$ cat src/rtl/register_wb_gen.sv
// ============================================================================
// Module      : register_wb_gen
// Description : Write-back stage between execute and the register file.
//               Decodes a 4-bit op into zero, one or two register writes;
//               with a single write port, dual writes take two cycles.
// Revision    : 1.0 - initial release
// ============================================================================
`default_nettype none

module register_wb_gen #(
    parameter int DW       = 32,
    parameter int AW       = 5,
    parameter int WR_PORTS = 2
) (
    input  logic          clk,
    input  logic          rst,
    input  logic [DW-1:0] r1,
    input  logic [DW-1:0] r2,
    input  logic [AW-1:0] a1,
    input  logic [AW-1:0] a2,
    input  logic [3:0]    op,
    input  logic          proceed,
    output logic [DW-1:0] wr1,
    output logic [DW-1:0] wr2,
    output logic [AW-1:0] wa1,
    output logic [AW-1:0] wa2,
    output logic [1:0]    write,
    output logic          busy
);

    localparam bit        SERIAL   = (WR_PORTS == 1);
    localparam logic      S_IDLE   = 1'b0;
    localparam logic      S_SECOND = 1'b1;

    localparam logic [3:0] OP_R1_A1   = 4'd1;
    localparam logic [3:0] OP_R1_A2   = 4'd2;
    localparam logic [3:0] OP_R1_R2A  = 4'd3;
    localparam logic [3:0] OP_R2_A1   = 4'd4;
    localparam logic [3:0] OP_R2_A2   = 4'd5;
    localparam logic [3:0] OP_R2_R1A  = 4'd6;
    localparam logic [3:0] OP_DUAL_A  = 4'd7;
    localparam logic [3:0] OP_DUAL_B  = 4'd8;
    localparam logic [3:0] OP_DUAL_NX = 4'd9;

    logic          state_q, state_d;
    logic [DW-1:0] wr1_q, wr1_d;
    logic [DW-1:0] wr2_q, wr2_d;
    logic [AW-1:0] wa1_q, wa1_d;
    logic [AW-1:0] wa2_q, wa2_d;
    logic [1:0]    write_q, write_d;
    logic          busy_q, busy_d;
    logic [DW-1:0] pend_data_q, pend_data_d;
    logic [AW-1:0] pend_addr_q, pend_addr_d;

    logic          dec_single;
    logic          dec_dual;
    logic          dec_collide;
    logic [DW-1:0] dec_d1, dec_d2;
    logic [AW-1:0] dec_a1, dec_a2;
    logic          accept;

    assign accept = proceed && (state_q == S_IDLE);

    // Op decode: first pair (d1,a1) and, for dual ops, second pair (d2,a2)
    always_comb begin
        dec_single = 1'b0;
        dec_dual   = 1'b0;
        dec_d1     = r1;
        dec_a1     = a1;
        dec_d2     = r2;
        dec_a2     = a2;
        case (op)
            OP_R1_A1: begin
                dec_single = 1'b1;
            end
            OP_R1_A2: begin
                dec_single = 1'b1;
                dec_a1     = a2;
            end
            OP_R1_R2A: begin
                dec_single = 1'b1;
                dec_a1     = r2[AW-1:0];
            end
            OP_R2_A1: begin
                dec_single = 1'b1;
                dec_d1     = r2;
            end
            OP_R2_A2: begin
                dec_single = 1'b1;
                dec_d1     = r2;
                dec_a1     = a2;
            end
            OP_R2_R1A: begin
                dec_single = 1'b1;
                dec_d1     = r2;
                dec_a1     = r1[AW-1:0];
            end
            OP_DUAL_A: begin
                dec_dual = 1'b1;
            end
            OP_DUAL_B: begin
                dec_dual = 1'b1;
                dec_a1   = a2;
                dec_a2   = a1;
            end
            OP_DUAL_NX: begin
                dec_dual = 1'b1;
                dec_a2   = a1 + AW'(1);
            end
            default: begin
                dec_single = 1'b0;
                dec_dual   = 1'b0;
            end
        endcase
    end

    // Equal addresses collapse to one write; the later data wins
    assign dec_collide = dec_dual && (dec_a1 == dec_a2);

    always_ff @(posedge clk) begin
        if (rst) begin
            state_q     <= S_IDLE;
            wr1_q       <= '0;
            wr2_q       <= '0;
            wa1_q       <= '0;
            wa2_q       <= '0;
            write_q     <= '0;
            busy_q      <= 1'b0;
            pend_data_q <= '0;
            pend_addr_q <= '0;
        end else begin
            state_q     <= state_d;
            wr1_q       <= wr1_d;
            wr2_q       <= wr2_d;
            wa1_q       <= wa1_d;
            wa2_q       <= wa2_d;
            write_q     <= write_d;
            busy_q      <= busy_d;
            pend_data_q <= pend_data_d;
            pend_addr_q <= pend_addr_d;
        end
    end

    always_comb begin
        state_d = state_q;
        case (state_q)
            S_IDLE: begin
                if (accept && dec_dual && !dec_collide && SERIAL) begin
                    state_d = S_SECOND;
                end
            end
            S_SECOND: begin
                state_d = S_IDLE;
            end
            default: begin
                state_d = S_IDLE;
            end
        endcase
    end

    always_comb begin
        wr1_d       = wr1_q;
        wr2_d       = wr2_q;
        wa1_d       = wa1_q;
        wa2_d       = wa2_q;
        write_d     = 2'b00;
        busy_d      = 1'b0;
        pend_data_d = pend_data_q;
        pend_addr_d = pend_addr_q;
        if (state_q == S_SECOND) begin
            wr1_d   = pend_data_q;
            wa1_d   = pend_addr_q;
            write_d = 2'b01;
        end else if (accept) begin
            if (dec_single) begin
                wr1_d   = dec_d1;
                wa1_d   = dec_a1;
                write_d = 2'b01;
            end else if (dec_collide) begin
                wr1_d   = dec_d2;
                wa1_d   = dec_a2;
                write_d = 2'b01;
            end else if (dec_dual) begin
                wr1_d = dec_d1;
                wa1_d = dec_a1;
                if (SERIAL) begin
                    // Port 2 is never driven here, so it stays at its reset 0
                    write_d     = 2'b01;
                    busy_d      = 1'b1;
                    pend_data_d = dec_d2;
                    pend_addr_d = dec_a2;
                end else begin
                    wr2_d   = dec_d2;
                    wa2_d   = dec_a2;
                    write_d = 2'b11;
                end
            end
        end
    end

    assign wr1   = wr1_q;
    assign wr2   = wr2_q;
    assign wa1   = wa1_q;
    assign wa2   = wa2_q;
    assign write = write_q;
    assign busy  = busy_q;

endmodule

`default_nettype wire
$ cat config.mk
export PLATFORM = sky130hd
export DESIGN_NAME = register_wb_gen
export DESIGN_NICKNAME = d
export VERILOG_FILES = /design/src/rtl/register_wb_gen.sv
export SDC_FILE = /design/constraint.sdc
export NUM_CORES = 1
export LEC_CHECK = 0
export ABC_AREA = 0
export CORE_MARGIN = 4
export CORE_UTILIZATION = 47
export CTS_CLUSTER_SIZE = 14
export DETAILED_ROUTE_END_ITERATION = 8
export PLACE_DENSITY = 0.86
export SLEW_MARGIN = 20
export SYNTH_ARGS = -nofsm -noshare
export SYNTH_HDL_FRONTEND = slang
export SYNTH_SLANG_ARGS = --single-unit
$ cat constraint.sdc
create_clock -name clk -period 10.4 [get_ports clk]
set_input_delay 3.12 -clock clk [delete_from_list [all_inputs] [get_ports clk]]
set_output_delay 3.12 -clock clk [all_outputs]
set_load 0.02 [all_outputs]
### Yosys cells after proc, flatten, opt, wreduce, memory -nomap -nowiden

Index checks and enable logic that the tools add are counted.

* flip-flop bits (word level): 76
* output and inout port bits: 77
* word-level logic and storage cells: 44
* input bits: 81

* equal/unequal tests: 10
* bitwise operators: 3
* reductions and logical operators: 10
* muxes and demuxes: 14
* $add $sub $neg: 1

Operator list (count)
* $mux 32: 4
* $eq 4x3->1 const B: 4
* $mux 5: 3
* $pmux 5 s3: 1
* $pmux 5 s2: 1
* $reduce_or 3->1: 3
* $eq 4x2->1 const B: 2
* $eq 4x4->1 const B: 2
* $reduce_or 6->1: 1
* $add 5x1->5 const B: 1
* $eq 5x5->1: 1
* $eq 4x1->1 const B: 1
* $mux 1: 4
* $reduce_and 4->1: 1
* $reduce_or 4->1: 1
* $not 1->1: 3
* $reduce_bool 3->1: 1
* $mux 2: 1
* $reduce_and 2->1: 1
* $reduce_or 2->1: 1
* $logic_and 1x1->1: 1

### Longest topological paths before layout

Gate-level depths: netlist of the first run.

* depth in word-level cells: 7
* depth in mapped cells: 12

### Worst setup path after synthesis of the first run

Ideal clock, no wire load.

* kind: input to register
* start: in op[0]
* end: reg wr2_q[14], in the netlist wr2[14]
* required time: 10.272 ns
* arrival time: 5.293 ns
* path slack: 4.979 ns
* library setup time: 0.128 ns
* stages on the path: 10
* cells stage by stage: buf_2 > nor4bb_4 > nor4_4 > a221oi_1 > xnor2_1 > nand4_2 > o211ai_4 > buf_2 > mux2i_1 > nor2_1

* cells in the longest elaborated chain, start to end: 7
* elaborated cells between the ends (all ways): 21
* classes of those cells: eq/ne: 10; mux: 4; bitwise: 2; reduce/logical: 5

RTL lines
* start, declared: line 21 `input logic [3:0] op,`
* $eq 4x4->1, or another cell as far along: line 72 `case (op)`
* $reduce_or 3->1 (no line)
* $pmux 5 s3: line 72
* $eq 5x5->1: line 118 `assign dec_collide = dec_dual && (dec_a1 == dec_a2);`
* $logic_and 1x1->1: line 118
* $not 1->1 (no line)
* $reduce_and 4->1 (no line) *
* end signal, assigned: line 134 `wr2_q <= wr2_d;`
* end, declared: line 47 `logic [DW-1:0] wr2_q, wr2_d;`

Mark *: on every way between the ends. The rest lies on a longest branch, timed or not.
A chain may end at the register's enable or synchronous reset.

### Worst setup path in the final report of the first run

* start: in op[0]
* end: reg wr2_q[13], in the netlist wr2[13]

The elaborated chain is that of the path after synthesis.

==> impl_metrics.ini, run 1 <==
[clock_network]
path_clk_slew_ns = 0.08
clock_latency_ns = 0.34
cts_buffers = 9
cts_sinks = 76
cts_tree = done
cts_max_path_buffers = 2
cts.htree.levels = 3
clock-root-buffer = clkbuf_8
post_cts_resized = 0
hold_buffers = 0
post-cts-setup-buffers = 0

[power_and_ir_drop]
p_sw_share_pct = 28.6
p_clk_share_pct = 34.6
power_density_nw_per_um2 = 135
switching_power_w = 0.000216
vdd_drop_max_uv = 82.0
p_comb_share_pct = 23.5
p_seq_share_pct = 41.8
p_leak_nw = 2.19
power.internal_w = 0.000539
p_total_w = 0.000755

[drt]
vias = 3551
drc = 0
antenna_left = 0
drt_iter0_drc = 180
drtPass1Iterations = 5
drt_wl_total_um = 11400
viasPerCell = 5.49
wl_per_cell_um = 17.6

[critical_path]
worstPathArrival_ns = 6.99
setup.worst_path.end_class = flop
crit_required_ns = 10.61
worstSetupStartpointType = input pin
path_max_fanout = 38
worstSetupPathType = input pin to flop

[logic_synthesis]
synthArstFlopShare_pct = 0
synth_ff_type = dfxtp_1
synth-edff-count = 0
postSynthCellCount = 405
ys_warn_count = 0
syn_area_um2 = 3850
ys_seq_area_share_pct = 39.5
synth-seq-cells = 76
synth_fp_nets = 487
synthDistinctLibCells = 56
syn_avg_cell_area_um2 = 9.51

[floorplan]
die_x_um = 98.5
ioPinCount = 158
start_util_pct = 49.1
row_count = 32
dieArea_um2 = 9710
coreArea_um2 = 7850
die_h_um = 98.5

[grt]
antenna_found_initial = 0
grt_pass1_wl_um = 18300
grt_max_degree = 77
first_global_vias = 3586
overflow = 0
grt.total_usage_pct = 23.2

[sta]
period_needed_ns = 6.79
rsz0062_at_grt = no
worst_pin_slew_ns = 0.870
hold_viol = 0
fin_crit_sh_pct = 65.3
drv_slew = 0
worst_hold_slack_ns = 0.460
relSlewSlack_pct = 41.8
tns_ns = 0
fmax_ghz = 0.147
final.setup_skew_ns = 0
setup_viol = 0

[run]
drv_cap = 0

[placed_design]
gp_congestion = 0.913
hpwl_um = 8270
port_buffers = 156

[finish]
fillers = 605
final_common_cell = clkdlybuf4s50_1
fin_util_pct = 71.1
areaGrowthSynthToFinish_pct = 45.0
mostFrequentLayoutCells = clkdlybuf4s50_1 (155), nor2_1 (78), dfxtp_1 (76)
final_layout_size_suffix_gt1_share_pct = 6.79
n_antenna_cell = 0
nNetsFinal = 622

[run_status]
status = completed

[min_path]
min_path_type = flop to flop
[power groups by stage]
| stage | sequential [W] | combinational, W | clock [W] |
|---|---|---|---|
| 6_report | 0.000316 | 0.000178 | 0.000262 |
| 3_3_place_gp | 0.000321 | 0.000174 | 0 |
| 5_1_grt | 0.000318 | 0.000190 | 0.000281 |
| 4_1_cts | 0.000316 | 0.000178 | 0.000267 |
| 2_1_floorplan | 0.000342 | 0.0000787 | 0 |
| 3_5_place_dp | 0.000322 | 0.000177 | 0 |
[final timing paths]
path	from	to	slack, ns	depth (start not counted)
worst max-delay path	op[0]	wr2[13]$_SDFFE_PP0P_	3.61	10
worst min-delay path	wa2[4]$_SDFFE_PP0P_	wa2[4]$_SDFFE_PP0P_	0.46	2
worst max register to register	wr1[5]$_SDFFE_PP0P_	wr1[5]$_SDFFE_PP0P_	9.58	2
worst min register to register	wa2[4]$_SDFFE_PP0P_	wa2[4]$_SDFFE_PP0P_	0.46	2
[cell usage after synthesis, drive strengths merged, types with 4 or more instances]
master,instances,share of area (%)
dfxtp,76,40
buf,18,3.8
o21ai,5,0.94
nand3b,11,2.1
clkbuf,18,1.8
mux2i,67,17
nor3,5,0.78
nand4,4,0.81
a221oi,4,1.4
nor2,78,7.6
nand2,11,1.1
a21oi,17,2.2
xnor2,4,0.91
a211oi,37,7.2
nor3b,4,1.0
[state kept, by name (all words and copies together), names as in the netlist]
register,flops
wr2,32
wa2,5
wr1,32
wa1,5
write,2
[layout make-up]
cell class / instances / area [um2] / share of cell area, %
clock buffer: 10 / 138 / 2.47
clock inverter: 6 / 93.8 / 1.68
inverter: 3 / 11.3 / 0.202
multi-input combinational: 290 / 2100 / 37.7
sequential: 76 / 1520 / 27.3
tap: 102 / 128 / 2.29
timing repair buffer: 160 / 1590 / 28.4
[per-layer routing]
layer / vias to the layer above / global-route usage [%] / wire length (um)
li1: 1725 / - / -
met1: 1653 / 27.6 / 4530
met2: 150 / 40.2 / 5720
met3: 23 / 5.52 / 799
met4: 0 / 9.56 / 329
met5: - / 0 / 0
[through the flow]
step,instances,setup slack [ns],cell area [um2]
2_1_floorplan,405,4.98,3850
3_3_place_gp,631,3.46,5350
3_5_place_dp,631,3.29,5350
4_1_cts,647,3.65,5580
5_1_grt,647,3.31,5580
6_report,647,3.61,5580
[worst max-delay path, cell delays in order]
cell and delay, ns:
clkdlybuf4s50_1 1.04, nor4bb_4 0.63, nor4_4 0.16, a21oi_1 0.28
mux2i_1 0.33, nand4_2 0.19, o211ai_4 0.31, buf_4 0.56
mux2i_1 0.29, nor2_1 0.06
[kinds of logic after synthesis]
family                     count (synthesis)  share of synthesized area [%]
xor gates and xnor gates                   7                           1.59
adders and majority gates                  1                          0.325
buffers and inverters                     39                           5.88
other                                      1                         0.0974
DFF                                       76                           39.5
muxes                                     67                           17.4
and+or+nand+nor                          136                           19.5
AOI/OAI and AO/OA                         78                           15.7
No activity file was read; power rests on OpenSTA's default activity.
==> run 2, diff against run 1 <==
Settings changed: CORE_UTILIZATION 47 to 39, PLACE_DENSITY 0.86 to 0.76.
Clock period 10.4 ns to 5.5 ns, I/O delays scaled along.
==> impl_metrics.ini, run 2 (synthesized netlist as in run 1, its figures left out) <==
[critical_path]
setup.worst_path.end_class = flop
cpPeakStageDelay_ns = 0.63
cpMaxStageDelayCell = clkdlybuf4s50_1
path_cells = clkdlybuf4s50_1 -> buf_4 -> or3b_1 -> nor2_1 -> nor4_1 -> nor4_4 -> nand4bb_4 -> o21ai_4 -> buf_4 -> mux2i_1 -> a211oi_1
reg2reg_depth = 2
path_common_cell = buf_4
worstSetupStartpointType = input pin
path_max_fanout = 17
reg2reg_slack_ns = 4.76
worstPathArrival_ns = 4.87
crit_required_ns = 5.69
r2r-end = wa1[2]$_SDFFE_PP0P_
worstSetupPathType = input pin to flop
reg2reg_from = wa1[2]$_SDFFE_PP0P_

[drt]
drt_wl_total_um = 11100
wl_per_cell_um = 16.3
antenna_left = 0
viasPerCell = 5.18
vias = 3532
drt_iter0_drc = 175
drtPass1Iterations = 5
drc = 0

[finish]
final_layout_size_suffix_gt1_share_pct = 7.29
final_common_cell = clkdlybuf4s50_1
n_antenna_cell = 0
fin_cells = 682
fillers = 886
fin_area_um2 = 5610
mostFrequentLayoutCells = clkdlybuf4s50_1 (155), nor2_1 (78), dfxtp_1 (76)
fin_util_pct = 57.9
areaGrowthSynthToFinish_pct = 45.7
nNetsFinal = 626

[sta]
worst_pin_slew_ns = 0.773
fmax_ghz = 0.214
hold_viol = 0
setup_viol = 0
tns_ns = 0
fin_crit_sh_pct = 85.1
final.setup_skew_ns = 0
rsz0062_at_grt = no
drv_slew = 0
relSlewSlack_pct = 48.4
period_needed_ns = 4.68

[clock_network]
cts_max_path_buffers = 2
post-cts-setup-buffers = 0
clock-root-buffer = clkbuf_8
cts_buffers = 9
path_clk_slew_ns = 0.09
cts.htree.levels = 3
post_cts_resized = 0
cts_sinks = 76
clock_latency_ns = 0.33
hold_buffers = 0
cts_tree = done

[placed_design]
gp_congestion = 0.883
hpwl_um = 8200
port_buffers = 156
place_area_um2 = 5430
dp.cells = 666

[grt]
grt_max_degree = 77
grt_pass1_wl_um = 17500
overflow = 0
antenna_found_initial = 0
first_global_vias = 3428
grt.total_usage_pct = 18.8

[floorplan]
row_count = 36
ioPinCount = 158
start_util_pct = 39.8
die_h_um = 107
dieArea_um2 = 11500
die_x_um = 107
coreArea_um2 = 9680

[run]
drv_cap = 0

[power_and_ir_drop]
p_leak_nw = 2.19
p_clk_share_pct = 29.4
p_total_w = 0.00132
power.internal_w = 0.000927
p_seq_share_pct = 45.2
switching_power_w = 0.000394
p_comb_share_pct = 25.4
p_sw_share_pct = 29.8
power_density_nw_per_um2 = 235
vdd_drop_max_uv = 110

[min_path]
min-delay-start = wa2[3]$_SDFFE_PP0P_
holdPathStages = 2
min_path_type = flop to flop
holdPathEnd = wa2[3]$_SDFFE_PP0P_

[run_status]
status = completed
## run 2: how the worst max path moves through the flow
stage,startpoint,endpoint,slack [ns]
floorplan,op[0],wr2[14]$_SDFFE_PP0P_,1.55
finish,op[2],wr1[12]$_SDFFE_PP0P_,0.82
global placement,op[1],wr1[15]$_SDFFE_PP0P_,0.53
CTS,op[2],wr1[22]$_SDFFE_PP0P_,0.85
detailed placement,op[2],wr1[16]$_SDFFE_PP0P_,0.48
global route,op[1],wr1[12]$_SDFFE_PP0P_,0.61
## run 2: layout make-up
type | instances | area, um2 | area share [%]
clock buffer | 11 | 141 | 2.52
clock inverter | 5 | 36.3 | 0.647
inverter | 3 | 11.3 | 0.201
multi-input combinational | 290 | 2100 | 37.5
sequential | 76 | 1520 | 27.1
tap | 133 | 166 | 2.97
timing repair buffer | 164 | 1630 | 29.0
## run 2: metal layers
metal | part of all wire, % | wire [um] | vias to the layer above | global-route usage, %
li1 | - | - | 1731 | -
met2 | 50 | 5590 | 132 | 33.0
met4 | 1.2 | 129 | 0 | 5.50
met5 | 0 | 0 | - | 0
met3 | 5.9 | 658 | 9 | 3.36
met1 | 42 | 4720 | 1660 | 23.6
## run 2: stage by stage
stage / hold slack, ns / setup slack (ns)
5_1_grt: 0.484 / 0.606
3_5_place_dp: 0.451 / 0.481
3_3_place_gp: 0.443 / 0.530
2_1_floorplan: 0.530 / 1.55
4_1_cts: 0.468 / 0.854
6_report: 0.464 / 0.821
## run 2: power groups by stage
stage	clock (W)	sequential, W	combinational [W]
2_1_floorplan	0	0.000646	0.000149
3_3_place_gp	0	0.000609	0.000332
3_5_place_dp	0	0.000610	0.000337
4_1_cts	0.000401	0.000597	0.000338
5_1_grt	0.000429	0.000602	0.000362
6_report	0.000388	0.000597	0.000336
## run 2: worst max-delay path: cells and delay by family
family	cells	cell delay [ns]
mux	1	0.25
compound gates	2	0.27
simple gates	5	1.44
buf+inv	3	1.25
